<file path="src/rtl/ct_spsram_shadow_param.sv">
// Parametrised single-port SRAM with group write enables, a post-reset clear sweep and a registered read port.
// Optional per-bit taint shadow array enabled by defining CT_SPSRAM_TAINT_EN.
module ct_spsram_shadow_param #(
    parameter int unsigned ADDR_WIDTH = 7,
    parameter int unsigned DATA_WIDTH = 16,
    parameter int unsigned WE_WIDTH   = 16
) (
    input  logic                  CLK,
    input  logic                  cpurst_b,
    input  logic [ADDR_WIDTH-1:0] A,
    input  logic [ADDR_WIDTH-1:0] A_t0,
    input  logic                  CEN,
    input  logic                  CEN_t0,
    input  logic                  GWEN,
    input  logic                  GWEN_t0,
    input  logic [WE_WIDTH-1:0]   WEN,
    input  logic [WE_WIDTH-1:0]   WEN_t0,
    input  logic [DATA_WIDTH-1:0] D,
    input  logic [DATA_WIDTH-1:0] D_t0,
    output logic [DATA_WIDTH-1:0] Q,
    output logic [DATA_WIDTH-1:0] Q_t0,
    output logic                  INIT_DONE
);

    localparam int unsigned DEPTH = 2 ** ADDR_WIDTH;
    localparam int unsigned G     = DATA_WIDTH / WE_WIDTH;
    localparam int unsigned CNT_W = ADDR_WIDTH + 1;
    localparam logic [CNT_W-1:0] CNT_LAST = CNT_W'(DEPTH - 1);

    typedef enum logic {
        ST_INIT  = 1'b0,
        ST_READY = 1'b1
    } state_e;

    state_e                  state_q, state_d;
    logic [CNT_W-1:0]        cnt_q, cnt_d;
    logic [DATA_WIDTH-1:0]   q_q;
    logic                    init_done_q;
    logic                    init_wr_c;
    logic                    acc_wr_c;
    logic                    acc_rd_c;
    logic [DATA_WIDTH-1:0]   data_mem [DEPTH];

    // State register
    always_ff @(posedge CLK) begin
        if (!cpurst_b) begin
            state_q <= ST_INIT;
        end else begin
            state_q <= state_d;
        end
    end

    // Next state: sweep leaves INIT on the edge that clears the last entry
    always_comb begin
        state_d = state_q;
        case (state_q)
            ST_INIT:  if (cnt_q == CNT_LAST) state_d = ST_READY;
            ST_READY: state_d = ST_READY;
            default:  state_d = ST_INIT;
        endcase
    end

    // Per-state control decode
    always_comb begin
        init_wr_c = 1'b0;
        acc_wr_c  = 1'b0;
        acc_rd_c  = 1'b0;
        cnt_d     = cnt_q;
        case (state_q)
            ST_INIT: begin
                init_wr_c = 1'b1;
                cnt_d     = CNT_W'(cnt_q + 1'b1);
            end
            ST_READY: begin
                acc_wr_c = !CEN && !GWEN;
                acc_rd_c = !CEN && GWEN;
            end
            default: ;
        endcase
    end

    // Sweep counter, read register and ready flag
    always_ff @(posedge CLK) begin
        if (!cpurst_b) begin
            cnt_q       <= '0;
            q_q         <= '0;
            init_done_q <= 1'b0;
        end else begin
            cnt_q       <= cnt_d;
            init_done_q <= (state_d == ST_READY);
            if (acc_rd_c) begin
                q_q <= data_mem[A];
            end
        end
    end

    // Data array: sweep clear or group-masked write
    always_ff @(posedge CLK) begin
        if (cpurst_b) begin
            if (init_wr_c) begin
                data_mem[cnt_q[ADDR_WIDTH-1:0]] <= '0;
            end else if (acc_wr_c) begin
                for (int unsigned g = 0; g < WE_WIDTH; g++) begin
                    if (!WEN[g]) begin
                        data_mem[A][g*G +: G] <= D[g*G +: G];
                    end
                end
            end
        end
    end

    assign Q         = q_q;
    assign INIT_DONE = init_done_q;

`ifdef CT_SPSRAM_TAINT_EN
    logic [DATA_WIDTH-1:0] shadow_mem [DEPTH];
    logic [DATA_WIDTH-1:0] qt_q;
    logic                  ctl_t_c;
    logic                  idle_t_c;

    assign ctl_t_c  = (|A_t0) | CEN_t0 | GWEN_t0;
    assign idle_t_c = (state_q == ST_READY) && CEN && CEN_t0;

    // Shadow array: a tainted enable or control taints the whole group
    always_ff @(posedge CLK) begin
        if (cpurst_b) begin
            if (init_wr_c) begin
                shadow_mem[cnt_q[ADDR_WIDTH-1:0]] <= '0;
            end else if (acc_wr_c) begin
                for (int unsigned g = 0; g < WE_WIDTH; g++) begin
                    if (!WEN[g] || WEN_t0[g] || ctl_t_c) begin
                        shadow_mem[A][g*G +: G] <= D_t0[g*G +: G] | {G{ctl_t_c | WEN_t0[g]}};
                    end
                end
            end
        end
    end

    always_ff @(posedge CLK) begin
        if (!cpurst_b) begin
            qt_q <= '0;
        end else if (acc_rd_c) begin
            qt_q <= shadow_mem[A] | {DATA_WIDTH{ctl_t_c}};
        end else if (idle_t_c) begin
            qt_q <= '1;
        end
    end

    assign Q_t0 = qt_q;
`else
    logic unused_taint;
    assign unused_taint = ^{A_t0, CEN_t0, GWEN_t0, WEN_t0, D_t0};
    assign Q_t0         = '0;
`endif

endmodule

</file>
<file path="config.mk">
export PLATFORM = sky130hd
export DESIGN_NAME = ct_spsram_shadow_param
export DESIGN_NICKNAME = d
export VERILOG_FILES = /design/src/rtl/ct_spsram_shadow_param.sv
export SDC_FILE = /design/constraint.sdc
export NUM_CORES = 2
export LEC_CHECK = 0
export CORE_ASPECT_RATIO = 0.9
export CORE_MARGIN = 2
export CORE_UTILIZATION = 40
export CTS_CLUSTER_SIZE = 30
export DETAILED_ROUTE_END_ITERATION = 10
export SYNTH_ARGS = -nofsm -noshare
export SYNTH_HDL_FRONTEND = slang
export SYNTH_SLANG_ARGS = --single-unit
</file>
<file path="constraint.sdc">
create_clock -name CLK -period 7.75 [get_ports CLK]
set_clock_uncertainty 0.15 [all_clocks]
set_input_delay 0.775 -clock CLK [delete_from_list [all_inputs] [get_ports CLK]]
set_output_delay 0.775 -clock CLK [all_outputs]
set_load 0.02 [all_outputs]
</file>
# Word-level counts from Yosys, hierarchy flattened

Memory sizes are Yosys's and may differ from the RTL's. A register that Yosys moved wholly into a read port is not among the register bits.
Index checks and enable logic that the tools add are counted.

Div/mod/pow operators: 0
Eq/ne operators: 1
Magnitude comparators: 0
Muxes and demuxes: 90
Add/subtract/negate cells: 1
Bitwise operators: 1
Reductions and logical operators: 6
Multiply operators: 0
Shifts and indexed selects: 0

Operators by type and width:

| operator              | count |
|---|---|
| $mux W1               | 86 |
| $mux W16              | 2 |
| $reduce_or A16 Y1     | 1 |
| $add A8 B1 Y8 const B | 1 |
| $eq A8 B7 Y1 const B  | 1 |
| $mux W7               | 1 |
| $logic_not A1 Y1      | 3 |
| $logic_and A1 B1 Y1   | 2 |
| $pmux W1 S2           | 1 |
| $not A1 Y1            | 1 |

Bits in registers: 9
Bits in latches: 0
RAM bits: 2048
Logic and storage cells: 102
Memories kept: 1
Bits of input ports: 84
Output and inout bits: 33
Memory bits (read-only): 0

Memory list:

| memory   | words | bits a word | rd ports | clocked after Yosys merged registers in | wr ports | RTL line | RTL |
|---|---|---|---|---|---|---|---|
| data_mem | 128   | 16          | 1        | 1                                       | 1        | 42       | `logic [DATA_WIDTH-1:0] data_mem [DEPTH];` |

# Depth between registers and ports, before layout

Depth after elaboration: 9
Mapped depth: 13
Depth with buffers taken out: 6

# Worst setup path after synthesis

No wires, ideal clock.

Kind: input port to flip-flop
Start point: input CEN
End point: memory data_mem[0][10], data pin
Path buffers: 4
Arrival: 3.507 ns
Stages on the path: 7
Library setup time: 0.535 ns
Setup slack: 3.558 ns
Cells stage by stage: nand4bb_1 buf_2 nor2_4 buf_6 buf_6 clkbuf_1 and2_1

Cells in the longest elaborated chain, start to end: 9

Ends and longest elaborated chain:

| what                            | RTL line | RTL |
|---|---|---|
| from (decl)                     | 12       | `input logic CEN,` |
| $logic_not A1 Y1 (*)            | 75       | `acc_wr_c = !CEN && !GWEN;` |
| $logic_and A1 B1 Y1 (*)         | 75       |  |
| $mux W1 (*)                     | 69       | `case (state_q)` |
| $mux W1                         | 102      | `end else if (acc_wr_c) begin` |
| $mux W1                         | 100      | `if (init_wr_c) begin` |
| $mux W1                         | 99       | `if (cpurst_b) begin` |
| $mux W1 (implied by the code)   | 105      | `data_mem[A][g*G +: G] <= D[g*G +: G];` |
| $reduce_or A16 Y1 (no line) (*) | n/a      |  |
| $mux W16 (no line) (*)          | n/a      |  |
| to (decl)                       | 42       |  |

Every way passes the cells marked *; elsewhere a longest branch is shown, timed or not.

# Worst setup path after layout

Start point: input cpurst_b
End point: memory data_mem[55][11] (enable)

Cells in the longest elaborated chain, start to end: 4

Ends and longest elaborated chain:

| what                                          | RTL line | RTL |
|---|---|---|
| from (decl)                                   | 9        | `input logic cpurst_b,` |
| $mux W1                                       | 99       |  |
| $mux W1 (implied by the code)                 | 105      |  |
| $reduce_or A16 Y1 (no line)                   | n/a      |  |
| $mux W7 (no line) or $mux W16 (tied branches) | n/a      |  |

Parallel ways exist; a longest one is shown, timed or not.

==> results.md <==
- Routed Antenna Nets: 0
- Final setup TNS: 0 ns
- 1st-iter DRT viols: 7584
- Main combinational cell family by area after synthesis: multiplexers
- WL/cell: 29.2 microns
- Finished Cell Area: 0.0994 sq mm
- Leak pwr: 27.1 nW
- Clock Sinks: 2073
- Relative slew slack: 12.2%
- Maximum VDD drop: 0.275 mV
- Port bufs: 59
- CP Data Required Time: 8.13 ns
- Core Box Area: 0.225 sq mm
- Clock root cell: clkbuf_16
- Worst-Skew Late Latency: 0.86 ns
- Vias in the first global route: 53200
- XOR/XNOR Fraction of Synth Area: 0.0582%
- Share of cells above drive strength 1: 15.9%
- Pre-Repair DR Iteration Count: 6
- Mux contribution to synthesized area: 14.1%
- Total die area: 0.230 sq mm
- Via count: 54900
- Top FF cell, synth: edfxtp_1
- # rows: 165
- Top cells by area, synth: edfxtp_1 (68%), mux4_2 (12%), nor2_1 (8.5%)
- Syn Inst Count: 6250
- Final hold viol count: 0
- Most common cell after layout, fill and taps aside: edfxtp_1
- Grt ovf: 0
- Maximum fanout along the worst path: 32
- Share of synthesized registers carrying an async set or reset: 0%
- Simple-Gate Fraction of Synth Area: 11.3%
- Post-CTS Setup Repair Bufs: 0
- DRC: 0
- EDFF count, synth: 2048
- Post-synthesis adder-cell area fraction: 0.0139%
- Period Utilization, post-route: 61.3%
- DPL Wire Length: 162000 microns
- Worst hold path type: register to register
- CTS tree: yes
- P&R area growth vs syn: 10.0%
- Max Clk Rate: 211 MHz
- Number of nets in the layout: 6106
- Synth area leader: edfxtp_1
- Critical path arrival: 5.13 ns
- Post-synthesis sequential area ratio: 68.7%
- Fin. max-slew vios: 0
- CTS Hold Bufs: 0
- Clock slew at reported path FFs: 0.06 ns
- Ys Warns: 0
- H-tree levels: 4
- Final wirelength: 268000 microns
- IO Pins: 117
- Dpl cell area: 0.0930 sq mm
- Most frequent cells in the layout: edfxtp_1 (2048), nor2_1 (2044), mux4_2 (490)
- #FFs+latches synth: 2073
- Cts repair resizes: 0
- Synth Area per Inst: 14.4 sq um
- RSZ-0062 raised after global routing: no
- Final min period: 4.75 ns
- Chip height: 455 microns
- Pwr dens: 230 mW/mm^2
- Top cell type's share of synthesized area: 68.1%
- # setup viols final: 0
- Max-cap violations: 0
- Die X: 505 microns
- Avg Vias per Cell: 5.97
- Fillers: 20300
- Worst Max-Slew Pin Slew: 1.31 ns
- CTS max path bufs: 3
- Initial Util: 40.2%
- Synth Cell Area: 0.0903 sq mm
- CTS buffer count: 206
- Initial antenna violation count: 6
- Synth Area in Compound Gates: 2.50%
- Status: complete, no violations
- GR Util All Layers: 23.0%
- Largest net degree at the start of global routing: 119
- Type of origin of the critical path: primary input
- First-pass GRT wire length: 382000 microns
- Endpoint type of the worst setup path: register
- WS Path Type: primary input to register
- Yosys cell types: 63
- RePlAce Congestion: 0.830
worst max-delay path: stages:
cell and delay [ns]:
clkdlybuf4s50_1 0.45, buf_4 0.39, nand4bb_1 0.15, buf_4 0.25
nor2_4 0.12, buf_4 0.47, mux2_2 1.04, nand2_1 1.01
nor2_1 0.43
sequential cells by signal, indices dropped and copies added (netlist names):
register,flops
INIT_DONE,1
cnt_q,8
data_mem,2048
Q,16
through the flow:
stage / setup slack (ns) / hold slack (ns) / std cells / util, % / total power, W
2_1_floorplan: 3.56 / 0.366 / 6265 / - / 0.0130
3_3_place_gp: 2.31 / 0.405 / 8819 / 41.4 / 0.0134
3_5_place_dp: 2.22 / 0.405 / 8819 / 41.4 / 0.0134
4_1_cts: 3.14 / 0.414 / 9195 / 44.2 / 0.0229
5_1_grt: 2.94 / 0.415 / 9195 / 44.2 / 0.0234
6_report: 3.00 / 0.398 / 9198 / 44.2 / 0.0228
cell type report:
| class | instances | area (sq um) | area share (%) |
|---|---|---|---|
| flip-flops and latches | 2073 | 62000 | 62.4 |
| multi-input cells | 3541 | 25400 | 25.6 |
| clock buffers | 279 | 5530 | 5.57 |
| well taps | 3006 | 3760 | 3.79 |
| repair buffers | 197 | 1750 | 1.76 |
| clock inverters | 97 | 842 | 0.848 |
| inverters | 2 | 8.76 | 0.00882 |
| diodes | 3 | 7.51 | 0.00756 |
synthesized netlist by cell type (all sizes together), types with 2 or more instances:
cell type and count:
nor2b 39, buf 308, a21oi 50, a22oi 49
a31oi 23, nand2b 23, a31o 2, nor2 2046
nor4bb 2, a211o 2, o22ai 70, mux2 21
nand3b 2, o221ai 20, xor2 2, or2 4
a22o 3, nand3 36, dfxtp 25, o41ai 4
a211oi 27, or3 97, mux4 490, clkbuf 341
and2 40, inv 2, nor3 3, o21ai 72
and3 2, o22a 2, nor4 36, o21a 2
nand4 15, o211ai 10, edfxtp 2048, a311oi 2
mux2i 143, nand2 165, o31ai 2, xnor2 4
a221oi 2
metal layers:
layer | GRT usage, % | vias to the layer above | part of all wire, %
li1 | - | 22500 | -
met2 | 35.5 | 2951 | 46
met5 | 0 | - | 0.010
met4 | 7.31 | 4 | 3.2
met3 | 5.38 | 410 | 11
met1 | 32.4 | 29000 | 40
path summary, 6_finish.rpt:
kind                                 from                to  slack, ns  depth (start not counted)
worst max-delay path             cpurst_b  data_mem[55][11]       3.00                          9
worst min-delay path                Q[11]             Q[11]       0.40                          2
worst max register to register  INIT_DONE  data_mem[55][11]       3.28                          8
worst min register to register      Q[11]             Q[11]       0.40                          2
kinds of logic (layout without fill, tap and decap cells):
kind of cell,Yosys count,count (layout)
AND/OR/NAND/NOR,2515,2515
flip-flops,2073,2073
multiplexers,654,654
buffers and inverters,651,575
AO/OA/AOI/OAI,349,349
XOR/XNOR,6,6
adder cells (fa/ha/maj),1,1
other,1,19
where the power goes:
part           switching, W  internal, W
Combinational      0.000771     0.000254
Clock               0.00437      0.00531
Sequential       0.00000513       0.0121
Total               0.00514       0.0177
No activity file was read; power rests on OpenSTA's default activity.
